[config.mk]
export PLATFORM = sky130hd
export DESIGN_NAME = channel_fifo
export DESIGN_NICKNAME = d
export VERILOG_FILES = /design/src/rtl/channel_fifo_pkg.sv /design/src/rtl/channel_fifo_mem.sv /design/src/rtl/channel_fifo.sv
export SDC_FILE = /design/constraint.sdc
export NUM_CORES = 1
export LEC_CHECK = 0
export CAP_MARGIN = 40
export CORE_AREA = 4 4 116 118
export DETAILED_ROUTE_END_ITERATION = 10
export DIE_AREA = 0 0 120 122
export PLACE_DENSITY = 0.75
export SLEW_MARGIN = 15
export SYNTH_ARGS = -nofsm -noshare
export SYNTH_HDL_FRONTEND = slang
export SYNTH_SLANG_ARGS = --single-unit
[constraint.sdc]
create_clock -name clk -period 2.4 [get_ports clk]
set_clock_uncertainty 0.15 [all_clocks]
set_input_delay 0.48 -clock clk [delete_from_list [all_inputs] [get_ports clk]]
set_output_delay 0.48 -clock clk [all_outputs]
set_load 0.03 [all_outputs]
[src/rtl/channel_fifo_pkg.sv]
// Shared channel definitions: default FIFO geometry and pointer sizing used by
// producers, reducers and the channel FIFO itself.
package channel_fifo_pkg;

    localparam int unsigned DEFAULT_WIDTH = 32;
    localparam int unsigned DEFAULT_DEPTH = 4;

    // Bits needed to address DEPTH entries; never less than one bit.
    function automatic int unsigned ptr_width(input int unsigned depth);
        return (depth < 2) ? 1 : $clog2(depth);
    endfunction

endpackage

[src/rtl/channel_fifo_mem.sv]
// Channel FIFO storage: DEPTH x WIDTH array, one synchronous write port and
// one asynchronous read port. Contents are never reset.
module channel_fifo_mem
    import channel_fifo_pkg::*;
#(
    parameter int unsigned WIDTH = DEFAULT_WIDTH,
    parameter int unsigned DEPTH = DEFAULT_DEPTH
) (
    input  logic                        clk,
    input  logic                        we,
    input  logic [ptr_width(DEPTH)-1:0] waddr,
    input  logic [WIDTH-1:0]            wdata,
    input  logic [ptr_width(DEPTH)-1:0] raddr,
    output logic [WIDTH-1:0]            rdata
);

    logic [WIDTH-1:0] mem [DEPTH];

    always_ff @(posedge clk) begin
        if (we) begin
            mem[waddr] <= wdata;
        end
    end

    assign rdata = mem[raddr];

endmodule

[src/rtl/channel_fifo.sv]
// Single-clock channel FIFO: circular buffer with registered pop data, no
// fall-through, and ready flags derived only from the registered occupancy.
module channel_fifo
    import channel_fifo_pkg::*;
#(
    parameter int unsigned WIDTH = DEFAULT_WIDTH,
    parameter int unsigned DEPTH = DEFAULT_DEPTH
) (
    input  logic                      clk,
    input  logic                      rst,
    input  logic [WIDTH-1:0]          in_data,
    input  logic                      write_valid,
    input  logic                      read_valid,
    output logic [WIDTH-1:0]          out_data,
    output logic                      write_ready,
    output logic                      read_ready,
    output logic [ptr_width(DEPTH):0] count
);

    localparam int unsigned PTR_W = ptr_width(DEPTH);
    localparam int unsigned CNT_W = PTR_W + 1;

    logic [PTR_W-1:0] wptr;
    logic [PTR_W-1:0] rptr;
    logic [WIDTH-1:0] rd_data;
    logic             push;
    logic             pop;

    // Readiness looks only at the pre-edge count, so a full FIFO refuses a
    // push even when a pop lands on the same edge (and vice versa when empty).
    assign write_ready = (count != CNT_W'(DEPTH));
    assign read_ready  = (count != '0);
    assign push        = write_valid && write_ready;
    assign pop         = read_valid && read_ready;

    channel_fifo_mem #(
        .WIDTH (WIDTH),
        .DEPTH (DEPTH)
    ) u_mem (
        .clk   (clk),
        .we    (push && !rst),
        .waddr (wptr),
        .wdata (in_data),
        .raddr (rptr),
        .rdata (rd_data)
    );

    // DEPTH is a power of two, so pointers wrap naturally at their width.
    always_ff @(posedge clk) begin
        if (rst) begin
            wptr     <= '0;
            rptr     <= '0;
            count    <= '0;
            out_data <= '0;
        end else begin
            if (push) begin
                wptr <= wptr + PTR_W'(1);
            end
            if (pop) begin
                rptr     <= rptr + PTR_W'(1);
                out_data <= rd_data;
            end
            case ({push, pop})
                2'b10:   count <= count + CNT_W'(1);
                2'b01:   count <= count - CNT_W'(1);
                default: count <= count;
            endcase
        end
    end

endmodule

==> results of run 1 <==
-- kinds of logic after synthesis --
| group | Yosys count |
|---|---|
| adder cells (fa/ha/maj) | 6 |
| flip-flops | 167 |
| multiplexers | 32 |
| XOR/XNOR | 4 |
| AND/OR/NAND/NOR | 18 |
| buffers and inverters | 23 |
| AO/OA/AOI/OAI | 41 |
-- path summary, 6_finish.rpt --
kind | start | to
min reg2reg | out_data[19]$_SDFFE_PP0P_ | out_data[19]$_SDFFE_PP0P_
min | out_data[19]$_SDFFE_PP0P_ | out_data[19]$_SDFFE_PP0P_
max | count[0]$_SDFFE_PP0P_ | count[0]
max reg2reg | count[0]$_SDFFE_PP0P_ | count[2]$_SDFFE_PP0P_
-- layout by cell type, fill, tap and decap left out, drive strengths merged --
master,Yosys,routed
nor2,6,6
clkbuf,2,17
nor3,1,1
or3,2,2
nor2b,1,1
nand2,1,1
dlygate4sd2,0,2
clkinv,0,7
xor2,3,3
o311ai,1,1
ha,5,5
nand3,2,2
bufinv,0,4
fa,1,1
edfxtp,128,128
clkinvlp,0,2
a21oi,4,4
a22o,32,32
and2,4,4
inv,7,9
clkdlybuf4s50,0,70
buf,14,16
mux4,32,32
o31a,1,1
nor3b,1,1
dfxtp,39,39
o21ai,3,3
xnor2,1,1
-- stage by stage --
step / hold WS [ns] / TNS, ns / area [um2]
final: 0.326 / 0 / 7760
after global routing: 0.351 / -0.00923 / 7760
after detailed placement: 0.316 / -0.141 / 7120
after floorplan: 0.334 / 0 / 6040
after CTS: 0.333 / 0 / 7740
after global placement: 0.305 / -0.0712 / 7120
-- metal layers --
metal / wire, um / vias to the layer above
met1: 4660 / 1547
met5: 13 / -
met4: 136 / 2
met3: 620 / 13
met2: 5800 / 88
li1: - / 1363
-- cell type report --
cell class	instances	area, um2
Fill cell	865	4700
Multi-Input combinational cell	101	1290
Timing Repair Buffer	88	971
Tap cell	172	215
Inverter	7	26.3
Sequential cell	167	4630
Clock buffer	17	425
Clock inverter	15	201
-- state kept, by name, summed over array words and instances, names as in the netlist --
name and cells:
wptr 2, u_mem.mem 128, rptr 2, out_data 32, count 3
-- power by group --
part	internal, W	switching, W	leakage [nW]	total [W]
clock network	0.00175	0.00109	0.301	0.00284
registers	0.00341	0.000176	1.48	0.00358
logic	0.000995	0.00105	0.790	0.00205
-- repair_timing --
| action | 4_1_cts | 5_1_grt |
|---|---|---|
| hold buffers | 0 | 0 |
| gates resized for setup | 2 | 1 |
| setup buffers | 0 | 0 |
| setup endpoints to repair | 2 | 1 |
==> results.cfg, run 1 <==
[sta]
max_freq_mhz = 437
fin_ws_ns = 0.112
tightest_slew_ns = 0.488
finalHoldViolations = 0
min_period_ns = 2.29
setup-violations-final = 0
finalCritPeriodShare_pct = 95.3
max-slew-margin-rel_pct = 67.4
final_max_slew_viol_count = 0

[worst_setup_path]
cp-start-kind = flop
crit_chain = clkdlybuf4s50_1
cp.buffers_inverters = 1
rr_worst_depth = 9
path_delay_family = buffers and inverters
worstSetupPathDepth = 1
critPathArrivalTime_ns = 1.66
critPathMaxStageDelay_ns = 0.74
critPathMaxFanout = 7
critPathKind = reg2out
cpMaxStageDelayCell = clkdlybuf4s50_1
crit_required_ns = 1.77
end_kind = primary output
worst-r2r-setup-slack_ns = 0.12

[global_routing]
grt_util_met3_pct = 6.27
first_global_vias = 3290
overflow = 0
antenna_found_initial = 1
grt_pass1_wl_um = 17800
busiest_layer = met2
grt_use_met1_pct = 20.3
grt_start_max_net_pins = 33
track_usage_pct = 16.5
grt_use_met2_pct = 27.1

[die]
io_pins = 73
rows = 41
die_x_um = 120
coreArea_um2 = 12500
initial_core_util_pct = 48.4
dieArea_um2 = 14600
die_height_um = 122

[clocking]
clk_latency_ns = 0.41
cts_tree = built
clk_pin_slew_ns = 0.06
cts_root_buffer = clkbuf_16
cts_buffers = 17
cts_sinks = 167
cts_max_path_buffers = 2
htree_levels = 4

[synthesis]
synth_top_family_by_area = multiplexers
synthXorXnorAreaFrac_pct = 0.581
synth_area_um2 = 6030
synth_top_area_cell = edfxtp_1
ys_ff_latch = 167
ys_async_sr_fraction_pct = 0
synth_adder_area_share_pct = 1.37
synthMuxAreaShare_pct = 12.0
yosysWarnings = 0
synth_edf_count = 128
seq_area_frac_synth_pct = 76.7
synth_ff_type = edfxtp_1
yosys.area_share.simple_pct = 1.58
synth.area.top_cells = edfxtp_1 (64%), dfxtp_1 (13%), mux4_2 (12%)
syn_avg_cell_area_um2 = 20.7
yosys.area.top_type_share_pct = 63.7
yosys.cell_types.count = 26
synth-compound-area-share_pct = 5.52
synth_common_cells = edfxtp_1 (128), dfxtp_1 (39), a22o_1 (32), mux4_2 (32)
synth_fp_nets = 333
synthCells = 291
synth.most_common_cell = edfxtp_1

[layout]
layout-drive-gt1-share_pct = 22.8
final_cells = 567
areaGrowthSynthToFinish_pct = 28.7
fin_nets = 424
utilization_pct = 62.3
insertedDiodeCount = 0

[placed_design]
gp_congestion = 0.793
hpwl_um = 6730
port-buffer-count = 72
dp_cells = 534
post-place-ws_ns = -0.141

[status]
run_status = finished, final reports clean

[route]
dr.first_iter.drc_count = 152
ant_nets = 0
drt-wirelength-per-cell_um = 19.8
first_pass_iters = 4
num_vias = 3013
drt-total-wl_um = 11200
vias_per_cell = 5.31
drc = 0

[worst_hold_path]
hold_path.class = reg2reg
min_delay_path_depth = 1

[power_and_ir_drop]
ir_worst_vdd_mv = 0.908
power.total_w = 0.00846
p_leak_nw = 2.57
power_density_nw_per_um2 = 1090

[job]
maxCapViolCount = 0
Power figures use the tool's default switching activity.
==> run 2: changes to the inputs <==
Settings changed: CORE_AREA 4 4 116 118 to 2 2 114 116, CTS_CLUSTER_SIZE from default to 12, DIE_AREA 0 0 120 122 to 0 0 116 118, SKIP_LAST_GASP from default to 1.
==> run 2 against run 1 <==
  * Sequential power is essentially flat
  * Worst hold slack about the same
  * Register-to-register slack improved by 0.03 ns
  * Utilization increased by 0.47 points
  * Clock-buffer cell count did not move
  * Critical path depth unchanged
  * Flip-flop and latch count did not move
  * Routed wire length down 1.4%
  * Critical endpoint unchanged
  * Largest power group unchanged
  * Highest routed layer is now met4
==> results.cfg, run 2 (synthesized netlist as in run 1, its figures left out) <==
[route]
dr.first_iter.drc_count = 170
drt-wirelength-per-cell_um = 19.3
vias_per_cell = 5.33
drc = 0
drt-total-wl_um = 11100
ant_nets = 0
num_vias = 3057
first_pass_iters = 4

[die]
rows = 41
coreArea_um2 = 12400
die_x_um = 116
initial_core_util_pct = 48.6
io_pins = 73
die_height_um = 118
dieArea_um2 = 13700

[clocking]
cts_buffers = 17
cts_root_buffer = clkbuf_16
cts_hold_buf = 0
clk_latency_ns = 0.42
clk_pin_slew_ns = 0.06
cts_max_path_buffers = 2
htree_levels = 4
cts_sinks = 167
cts_tree = built

[power_and_ir_drop]
p_int_w = 0.00618
sequentialPowerShare_pct = 42.1
swShare_pct = 27.2
p_switching_w = 0.00231
power.total_w = 0.00850
ir_worst_vdd_mv = 0.692
p_leak_nw = 2.61
power_frac_clock_pct = 33.4
power_frac_comb_pct = 24.4
power_density_nw_per_um2 = 1090

[worst_hold_path]
hold_path.class = reg2reg

[worst_setup_path]
startpoint = count[0]$_SDFFE_PP0P_
cp.buffers_inverters = 1
crit_chain = clkdlybuf4s50_1
crit_required_ns = 1.77
worst-r2r-setup-slack_ns = 0.15
critPathMaxStageDelay_ns = 0.74
end_kind = primary output
critPathMaxFanout = 7
reg2reg_from = count[1]$_SDFFE_PP0P_
worstSetupPathDepth = 1
critPathKind = reg2out
path_delay_family = buffers and inverters
worstSetupEndpoint = count[0]
rr_worst_depth = 9
critPathArrivalTime_ns = 1.64
reg2reg_to = count[2]$_SDFFE_PP0P_
cpMaxStageDelayCell = clkdlybuf4s50_1
cp-start-kind = flop

[global_routing]
first_global_vias = 3301
track_usage_pct = 17.5
overflow = 0
antenna_found_initial = 0
grt_start_max_net_pins = 33
grt_pass1_wl_um = 17500

[sta]
max-slew-margin-rel_pct = 68.0
min_period_ns = 2.27
max_freq_mhz = 441
rsz0062_at_grt = no
setup-violations-final = 0
finalCritPeriodShare_pct = 94.4
tightest_slew_ns = 0.479
fin_tns_setup_ns = 0
finalHoldViolations = 0
final_max_slew_viol_count = 0

[layout]
largest_reg_flops = 128
layout_top_registers = u_mem.mem: 128 flops, out_data: 32 flops, count: 3 flops
num-fill-cells = 873
layout_common_cells = edfxtp_1 (128), clkdlybuf4s50_1 (70), dfxtp_1 (36)
areaGrowthSynthToFinish_pct = 29.1
insertedDiodeCount = 0
layout_commonest_cell = edfxtp_1
layout-drive-gt1-share_pct = 24.4
regMostFlops = u_mem.mem
fin_nets = 431

[placed_design]
port-buffer-count = 72
gp_congestion = 0.768
hpwl_um = 6820

[job]
maxCapViolCount = 0

[status]
run_status = finished, final reports clean
run 2: final cells by class:
cell class / count / area (um2) / share of cell area (%)
inverters: 7 / 26.3 / 0.337
flip-flops and latches: 167 / 4630 / 59.4
repair buffers: 95 / 998 / 12.8
well taps: 172 / 215 / 2.76
clock buffers: 17 / 425 / 5.46
multi-input cells: 101 / 1290 / 16.6
clock inverters: 15 / 200 / 2.57
run 2: repair_timing:
item                                    CTS  global route
gates resized for setup                   2             1
endpoints found under the setup margin    2             1
setup buffers                             0             1
pin swaps                                 0             1
run 2: power groups by stage:
stage | clock network (W) | logic [W] | registers, W
6_report | 0.00284 | 0.00208 | 0.00358
5_1_grt | 0.00301 | 0.00223 | 0.00362
4_1_cts | 0.00289 | 0.00208 | 0.00358
3_5_place_dp | 0 | 0.00208 | 0.00364
3_3_place_gp | 0 | 0.00204 | 0.00362
2_1_floorplan | 0 | 0.00104 | 0.00392
run 2: layer usage:
metal / vias up / GRT usage, % / routed length (um)
li1: 1381 / - / -
met1: 1579 / 22.1 / 4500
met2: 83 / 29.0 / 5940
met3: 14 / 4.48 / 496
met4: 0 / 6.77 / 139
met5: - / 0 / 0
run 2: metrics by stage:
stage                     utilization [%]  setup WS [ns]  hold WS, ns  cells  instance area, um2
final                                62.7          0.134        0.326    574                7790
after global routing                 62.7         0.0455        0.340    574                7790
after CTS                            62.4         0.0319        0.326    572                7750
after detailed placement             57.4         -0.178        0.311    540                7120
after global placement               57.4        -0.0754        0.311    540                7120
after floorplan                         -         0.0404        0.334    291                6040
run 2: worst min path at each step:
stage               cells after the start                   endpoint                 startpoint
floorplan                               2       wptr[0]$_SDFFE_PP0P_       wptr[0]$_SDFFE_PP0P_
global placement                        1  out_data[24]$_SDFFE_PP0P_  out_data[24]$_SDFFE_PP0P_
detailed placement                      1  out_data[18]$_SDFFE_PP0P_  out_data[18]$_SDFFE_PP0P_
CTS                                     1  out_data[18]$_SDFFE_PP0P_  out_data[18]$_SDFFE_PP0P_
global route                            1  out_data[19]$_SDFFE_PP0P_  out_data[19]$_SDFFE_PP0P_
finish                                  1  out_data[18]$_SDFFE_PP0P_  out_data[18]$_SDFFE_PP0P_
